File: config.mk
export PLATFORM = sky130hd
export DESIGN_NAME = cpu_controller
export DESIGN_NICKNAME = d
export VERILOG_FILES = /design/src/rtl/cpu_controller.sv
export SDC_FILE = /design/constraint.sdc
export NUM_CORES = 1
export LEC_CHECK = 0
export ABC_AREA = 0
export BUFFER_PORTS_ARGS = -buffer_cell sky130_fd_sc_hd__buf_2
export CAP_MARGIN = 10
export CELL_PAD_IN_SITES_DETAIL_PLACEMENT = 0
export CELL_PAD_IN_SITES_GLOBAL_PLACEMENT = 2
export CORE_UTILIZATION = 25
export DETAILED_ROUTE_END_ITERATION = 10
export GPL_TIMING_DRIVEN = 0
export PLACE_DENSITY_LB_ADDON = 0.1
export SKIP_CTS_REPAIR_TIMING = 1
export SLEW_MARGIN = 20
export SYNTH_ARGS = -nofsm -noshare
export SYNTH_HDL_FRONTEND = slang
export SYNTH_SLANG_ARGS = --single-unit
File: constraint.sdc
create_clock -name clk -period 4.45 [get_ports clk]
set_input_delay 1.335 -clock clk [delete_from_list [all_inputs] [get_ports clk]]
set_output_delay 1.335 -clock clk [all_outputs]
set_load 0.005 [all_outputs]
File: src/rtl/cpu_controller.sv
// cpu_controller: instruction-cycle sequencer for the 8-bit accumulator CPU.
// Steps an 8-phase fetch/execute cycle and decodes the 3-bit IR opcode into
// the memory, PC, IR and accumulator strobes. It also acts on the ALU zero
// flag for SKZ.
// Optional single-step support is compiled in with CPU_CTRL_SINGLE_STEP_EN.
// It adds step_mode/step inputs and an internal WAIT state entered after phase 7.
module cpu_controller #(
    parameter int OP_W    = 3,
    parameter int PHASE_W = 3
) (
    input  logic               clk,
    input  logic               rst,
    input  logic               enable,
`ifdef CPU_CTRL_SINGLE_STEP_EN
    input  logic               step_mode,
    input  logic               step,
`endif
    input  logic [OP_W-1:0]    opcode,
    input  logic               zero,
    output logic [PHASE_W-1:0] phase,
    output logic               sel,
    output logic               rd,
    output logic               wr,
    output logic               ld_ir,
    output logic               ld_ac,
    output logic               ld_pc,
    output logic               inc_pc,
    output logic               data_e,
    output logic               halt
);

    typedef enum logic [2:0] {
        INST_ADDR  = 3'd0,
        INST_FETCH = 3'd1,
        INST_LOAD  = 3'd2,
        IDLE       = 3'd3,
        OP_ADDR    = 3'd4,
        OP_FETCH   = 3'd5,
        ALU_OP     = 3'd6,
        STORE      = 3'd7
    } phase_t;

    localparam logic [OP_W-1:0] OP_HLT = OP_W'(0);
    localparam logic [OP_W-1:0] OP_SKZ = OP_W'(1);
    localparam logic [OP_W-1:0] OP_ADD = OP_W'(2);
    localparam logic [OP_W-1:0] OP_AND = OP_W'(3);
    localparam logic [OP_W-1:0] OP_XOR = OP_W'(4);
    localparam logic [OP_W-1:0] OP_LDA = OP_W'(5);
    localparam logic [OP_W-1:0] OP_STO = OP_W'(6);
    localparam logic [OP_W-1:0] OP_JMP = OP_W'(7);

    phase_t phase_q, phase_nxt;
    logic   halted_q, halted_nxt;
    logic   in_wait;
    logic   alu_op;

`ifdef CPU_CTRL_SINGLE_STEP_EN
    logic wait_q, wait_nxt;
    assign in_wait = wait_q;
`else
    assign in_wait = 1'b0;
`endif

    // In WAIT the phase register already sits at 0, but force 0 anyway so the
    // visible phase never depends on how WAIT was entered.
    assign phase  = in_wait ? '0 : PHASE_W'(phase_q);
    assign alu_op = (opcode == OP_ADD) || (opcode == OP_AND) ||
                    (opcode == OP_XOR) || (opcode == OP_LDA);

    // State register: phase counter, sticky halt flag and optional WAIT flag.
    always_ff @(posedge clk or posedge rst) begin
        if (rst) begin
            phase_q  <= INST_ADDR;
            halted_q <= 1'b0;
`ifdef CPU_CTRL_SINGLE_STEP_EN
            wait_q   <= 1'b0;
`endif
        end else begin
            phase_q  <= phase_nxt;
            halted_q <= halted_nxt;
`ifdef CPU_CTRL_SINGLE_STEP_EN
            wait_q   <= wait_nxt;
`endif
        end
    end

    // Next state. HLT freezes the counter at OP_ADDR instead of advancing.
    // In step mode, phase 7 parks in WAIT until a step pulse releases it.
    always_comb begin
        phase_nxt  = phase_q;
        halted_nxt = halted_q;
`ifdef CPU_CTRL_SINGLE_STEP_EN
        wait_nxt   = wait_q;
`endif
        if (enable && !halted_q) begin
`ifdef CPU_CTRL_SINGLE_STEP_EN
            if (wait_q) begin
                if (step || !step_mode) begin
                    wait_nxt = 1'b0;
                end
            end else
`endif
            if (phase_q == OP_ADDR && opcode == OP_HLT) begin
                halted_nxt = 1'b1;
            end
`ifdef CPU_CTRL_SINGLE_STEP_EN
            else if (phase_q == STORE && step_mode) begin
                wait_nxt  = 1'b1;
                phase_nxt = INST_ADDR;
            end
`endif
            else begin
                phase_nxt = phase_t'(phase_q + 3'd1);
            end
        end
    end

    // Strobe decode from phase, opcode, zero and the halted/WAIT flags.
    always_comb begin
        sel    = 1'b0;
        rd     = 1'b0;
        wr     = 1'b0;
        ld_ir  = 1'b0;
        ld_ac  = 1'b0;
        ld_pc  = 1'b0;
        inc_pc = 1'b0;
        data_e = 1'b0;
        halt   = 1'b0;
        if (halted_q) begin
            halt = 1'b1;
        end else if (in_wait) begin
            sel = 1'b1;
        end else begin
            case (phase_q)
                INST_ADDR: begin
                    sel = 1'b1;
                end
                INST_FETCH: begin
                    sel = 1'b1;
                    rd  = 1'b1;
                end
                INST_LOAD, IDLE: begin
                    sel   = 1'b1;
                    rd    = 1'b1;
                    ld_ir = 1'b1;
                end
                OP_ADDR: begin
                    inc_pc = 1'b1;
                    halt   = (opcode == OP_HLT);
                end
                OP_FETCH: begin
                    rd = alu_op;
                end
                ALU_OP: begin
                    rd     = alu_op;
                    inc_pc = (opcode == OP_SKZ) && zero;
                    ld_pc  = (opcode == OP_JMP);
                    data_e = (opcode == OP_STO);
                end
                STORE: begin
                    rd     = alu_op;
                    ld_ac  = alu_op;
                    ld_pc  = (opcode == OP_JMP);
                    wr     = (opcode == OP_STO);
                    data_e = (opcode == OP_STO);
                end
                default: begin
                    sel = 1'b1;
                end
            endcase
        end
    end

endmodule

After elaboration in Yosys (flattened, before gate mapping)
Cells that the tools add are included.
Widths: inputs -> output; s select.
Storage, ports and cells
  input port bits: 7
  flip-flop bits (word level): 4
  output and inout port bits: 12
Cells by class
  bitwise logic cells: 1
  add/sub/neg operators: 1
  equal/unequal tests: 14
  mux-type cells: 18
  reductions and logical operators: 16
Operators by type and width (count)
  $eq 3x3->1 const B: 8
  $mux 1: 16
  $eq 3x2->1 const B: 4
  $eq 3x1->1 const B: 2
  $logic_not 3->1: 2
  $reduce_or 3->1: 2
  $pmux 1 s2: 2
  $reduce_and 2->1: 2
  $reduce_or 2->1: 2
  $reduce_or 4->1: 1
  $add 3x1->3 const B: 1
  $logic_and 1x1->1: 3
  $logic_or 1x1->1: 3
  $logic_not 1->1: 1
  $not 1->1: 1

Depth between registers and ports, before layout
  word-level depth: 6
  depth in mapped cells: 5
  mapped depth without buffers: 5

Least setup slack after synthesis
No wires, ideal clock.
  path kind: input-to-output
  start: input opcode[1]
  end: output inc_pc
  setup slack: 1155 ps
  path buffers: 0
  data arrival time: 1960 ps
  stages on the path: 3
  data required time: 3115 ps
  cell sequence: nor3b_2 > a41oi_1 > nor4_1
On the way
  longest elaborated chain between the ends: 4
Ends and longest elaborated chain
  start, declared: RTL line 18  | input logic [OP_W-1:0] opcode,
  $eq 3x1->1: RTL line 156  | inc_pc = (opcode == OP_SKZ) && zero;
  $logic_and 1x1->1: RTL line 156
  $pmux 1 s2: RTL line 134  | case (phase_q)
  $mux 1: RTL line 129  | if (halted_q) begin
  end, declared: RTL line 27  | output logic inc_pc,
No other way between the ends.

Worst setup path in the final report
Same ends and word-level chain as after synthesis.

==> summary.md <==
| Metric | Value |
|---|---|
| Placer congestion estimate | `0.6251` |
| P per Cell Area | `635.3 nW/µm²` |
| Setup TNS | `0 ns` |
| CP top delay family | `simple AND/OR/NAND/NOR gates` |
| Kind of critical path | `in -> out` |
| Yosys top cell area share | `25.40%` |
| Tmin final | `3.631 ns` |
| Nets | `80` |
| First-pass GRT wire length | `1317 µm` |
| Sequential Power Share | `22.3%` |
| Number of routed nets with antenna violations | `0` |
| Worst slew pin tran | `0.3278 ns` |
| Outcome | `complete, no violations` |
| Synth top cells by count | `ha_1, dfrtp_1, inv_1, nor2_1, a21oi_1` |
| Syn_nets | `57` |
| Sequential element share of the synthesized area | `25.40%` |
| GR Util met1 | `11.47%` |
| Combinational fraction of design power | `64.4%` |
| Drt first pass iters | `2` |
| Clock Skew | `0.001040 ns` |
| TritonCTS Buffers | `3` |
| Cell count after synthesis | `44` |
| Largest net degree at the start of global routing | `11` |
| M2 GR Usage | `15.94%` |
| Synthesized flop and latch total | `4` |
| Syn Std Cell Area | `394.1 µm²` |
| Clk_lat worst skew | `0.23 ns` |
| Worst path max stage delay | `0.33 ns` |
| Mean area per synthesized cell | `8.957 µm²` |
| Initial Util | `28.51%` |
| Post-synth top flop | `dfrtp_1` |
| Top post-synthesis cells by area | `dfrtp_1, ha_1, xnor2_1, a21oi_1, inv_1` |
| Startpoint types | `input port` |
| Post-synthesis cell type count | `23` |
| Max Cap Viol | `0` |
| Worst-path fanout max | `4` |
| Cell Int Power | `192.7 µW` |
| Fill cell count | `153` |
| Final slew viol count | `0` |
| Top Ports | `19` |
| Ys async rst share | `100.0%` |
| Util after Layout | `38.01%` |
| Clock share of power | `13.3%` |
| Final Setup Violations | `0` |
| Die W | `41.71 µm` |
| Sink Count | `4` |
| CTS tree | `built` |
| CP endpoint kind | `primary output` |
| HP Class | `reg -> reg` |
| WP buf/inv | `2` |
| Post-synth EDFFs | `0` |
| Total grt overflow | `0` |
| Most numerous cell on the critical path | `buf_2` |
| RSZ-0062 raised after global routing | `no` |
| Core box area | `1383 µm²` |
| Slew margin rel. | `78.05%` |
| Initial antenna violation count | `0` |
| Most numerous cell in the Yosys netlist | `ha_1` |
| Setup ws final | `0.8193 ns` |
| Synth area leader | `dfrtp_1` |
| Cells along the critical path | `buf_2 -> nor3b_2 -> a41oi_1 -> nor4_1 -> buf_2` |
| Peak Freq | `0.2754 GHz` |
| Die height | `41.71 µm` |
| Ant. Diodes | `0` |
| Post-Route WL | `857 µm` |
| DR vias | `377` |
| Tcrit/Tclk final | `81.59%` |
| Remaining DRCs | `0` |
| Layout cells sized above 1 | `41.54%` |
| Port Buffers | `18` |
| Leakage | `0.2751 nW` |
| # rows | `13` |
| Number of vias per cell | `4.713` |
| Slowest cell on crit path | `nor3b_2` |
| Die Area | `1739 µm²` |
| Peak VDD IR | `0.0002896 V` |
| Clk root buf | `clkbuf_4` |
| Most used routing layer | `met2` |
| Critical Path RT | `3.12 ns` |
| P_sw | `141.1 µW` |
| Synth warnings | `0` |
| WL/cell | `10.71 µm` |
| Reg clk slew, reported paths | `0.04 ns` |
| Area Overhead vs Synth | `33.33%` |
| Clock buffer depth | `2` |
| Sw Share | `42.27%` |
| H-tree depth reported by CTS | `1` |
| Met3 GRT Util | `2.609%` |
| Vias in the first global route | `336` |
| Tot GR Track Use | `10.09%` |
| Final Hold Fails | `0` |
| Initial DRC Count | `5` |
| Setup WS pre-CTS | `0.8370 ns` |
| Critical path arrival | `2.30 ns` |
flip-flops by register name, indices dropped and copies added (netlist names):
register / cells
halted_q: 1
phase: 3
power by group through the flow:
stage               Sequential, mW  Combinational, mW  Clock (mW)
floorplan                   0.0735              0.147           0
global placement            0.0757              0.222           0
detailed placement          0.0759              0.218           0
CTS                         0.0754              0.219      0.0476
global route                0.0787              0.243      0.0487
finish                      0.0745              0.215      0.0443
per-layer routing:
layer  routed length (µm)  share of wire [%]
met1                  393                 46
met2                  417                 49
met3                   46                5.4
met4                    0                  0
met5                    0                  0
stage by stage:
step / cell area, µm² / hold WS, ns / total power [mW] / cells
5_1_grt: 525.5 / 0.6343 / 0.3707 / 80
3_5_place_dp: 503.0 / 0.5927 / 0.2936 / 77
4_1_cts: 525.5 / 0.6091 / 0.3424 / 80
2_1_floorplan: 394.1 / 0.5777 / 0.2203 / 44
6_report: 525.5 / 0.5971 / 0.3339 / 80
3_3_place_gp: 503.0 / 0.6003 / 0.2981 / 77
path summary, 6_finish.rpt:
| check | startpoint | depth (start not counted) | slack (ns) | to |
|---|---|---|---|---|
| max in group asynchronous | rst | 2 | 3.34 | halted_q |
| hold reg to reg | phase[1] | 1 | 0.60 | phase[1] |
| min in group asynchronous | rst | 2 | 0.97 | phase[0] |
| setup / recovery | opcode[1] | 5 | 0.82 | inc_pc |
| hold / removal | phase[1] | 1 | 0.60 | phase[1] |
| setup reg to reg | phase[0] | 5 | 2.87 | phase[1] |
worst register-to-register path: stages (launching register included):
cell,delay (ns)
dfrtp_1,0.42
inv_1,0.13
ha_1,0.19
nor2b_1,0.28
a21boi_2,0.12
mux2_4,0.31
layout by cell type, fill, tap and decap left out, types with 2 or more instances in the layout:
| master | instances |
|---|---|
| buf_2 | 19 |
| ha_1 | 6 |
| nor2_1 | 4 |
| inv_1 | 4 |
| dfrtp_1 | 4 |
| a21oi_1 | 3 |
| clkbuf_4 | 3 |
| nand2_1 | 2 |
| nand2b_1 | 2 |
| nor4_1 | 2 |
| xnor2_1 | 2 |
| nor3_1 | 2 |
cell families after synthesis:
logic type,share of synthesized area [%]
multiplexers,3.808
AND/OR/NAND/NOR,27.30
adder cells (fa/ha/maj),19.05
flip-flops,25.40
buffers and inverters,5.077
AO/OA/AOI/OAI,14.92
XOR/XNOR,4.445
layout make-up:
class / instances / area (µm²) / share of cell area, %
plain buffers: 1 / 5.005 / 0.9524
clock buffers: 3 / 22.52 / 4.286
inverters: 4 / 15.01 / 2.857
multi-input cells: 35 / 274.0 / 52.14
flip-flops and latches: 4 / 100.1 / 19.05
well taps: 15 / 18.77 / 3.571
repair buffers: 18 / 90.09 / 17.14
Power figures use the tool's default switching activity.
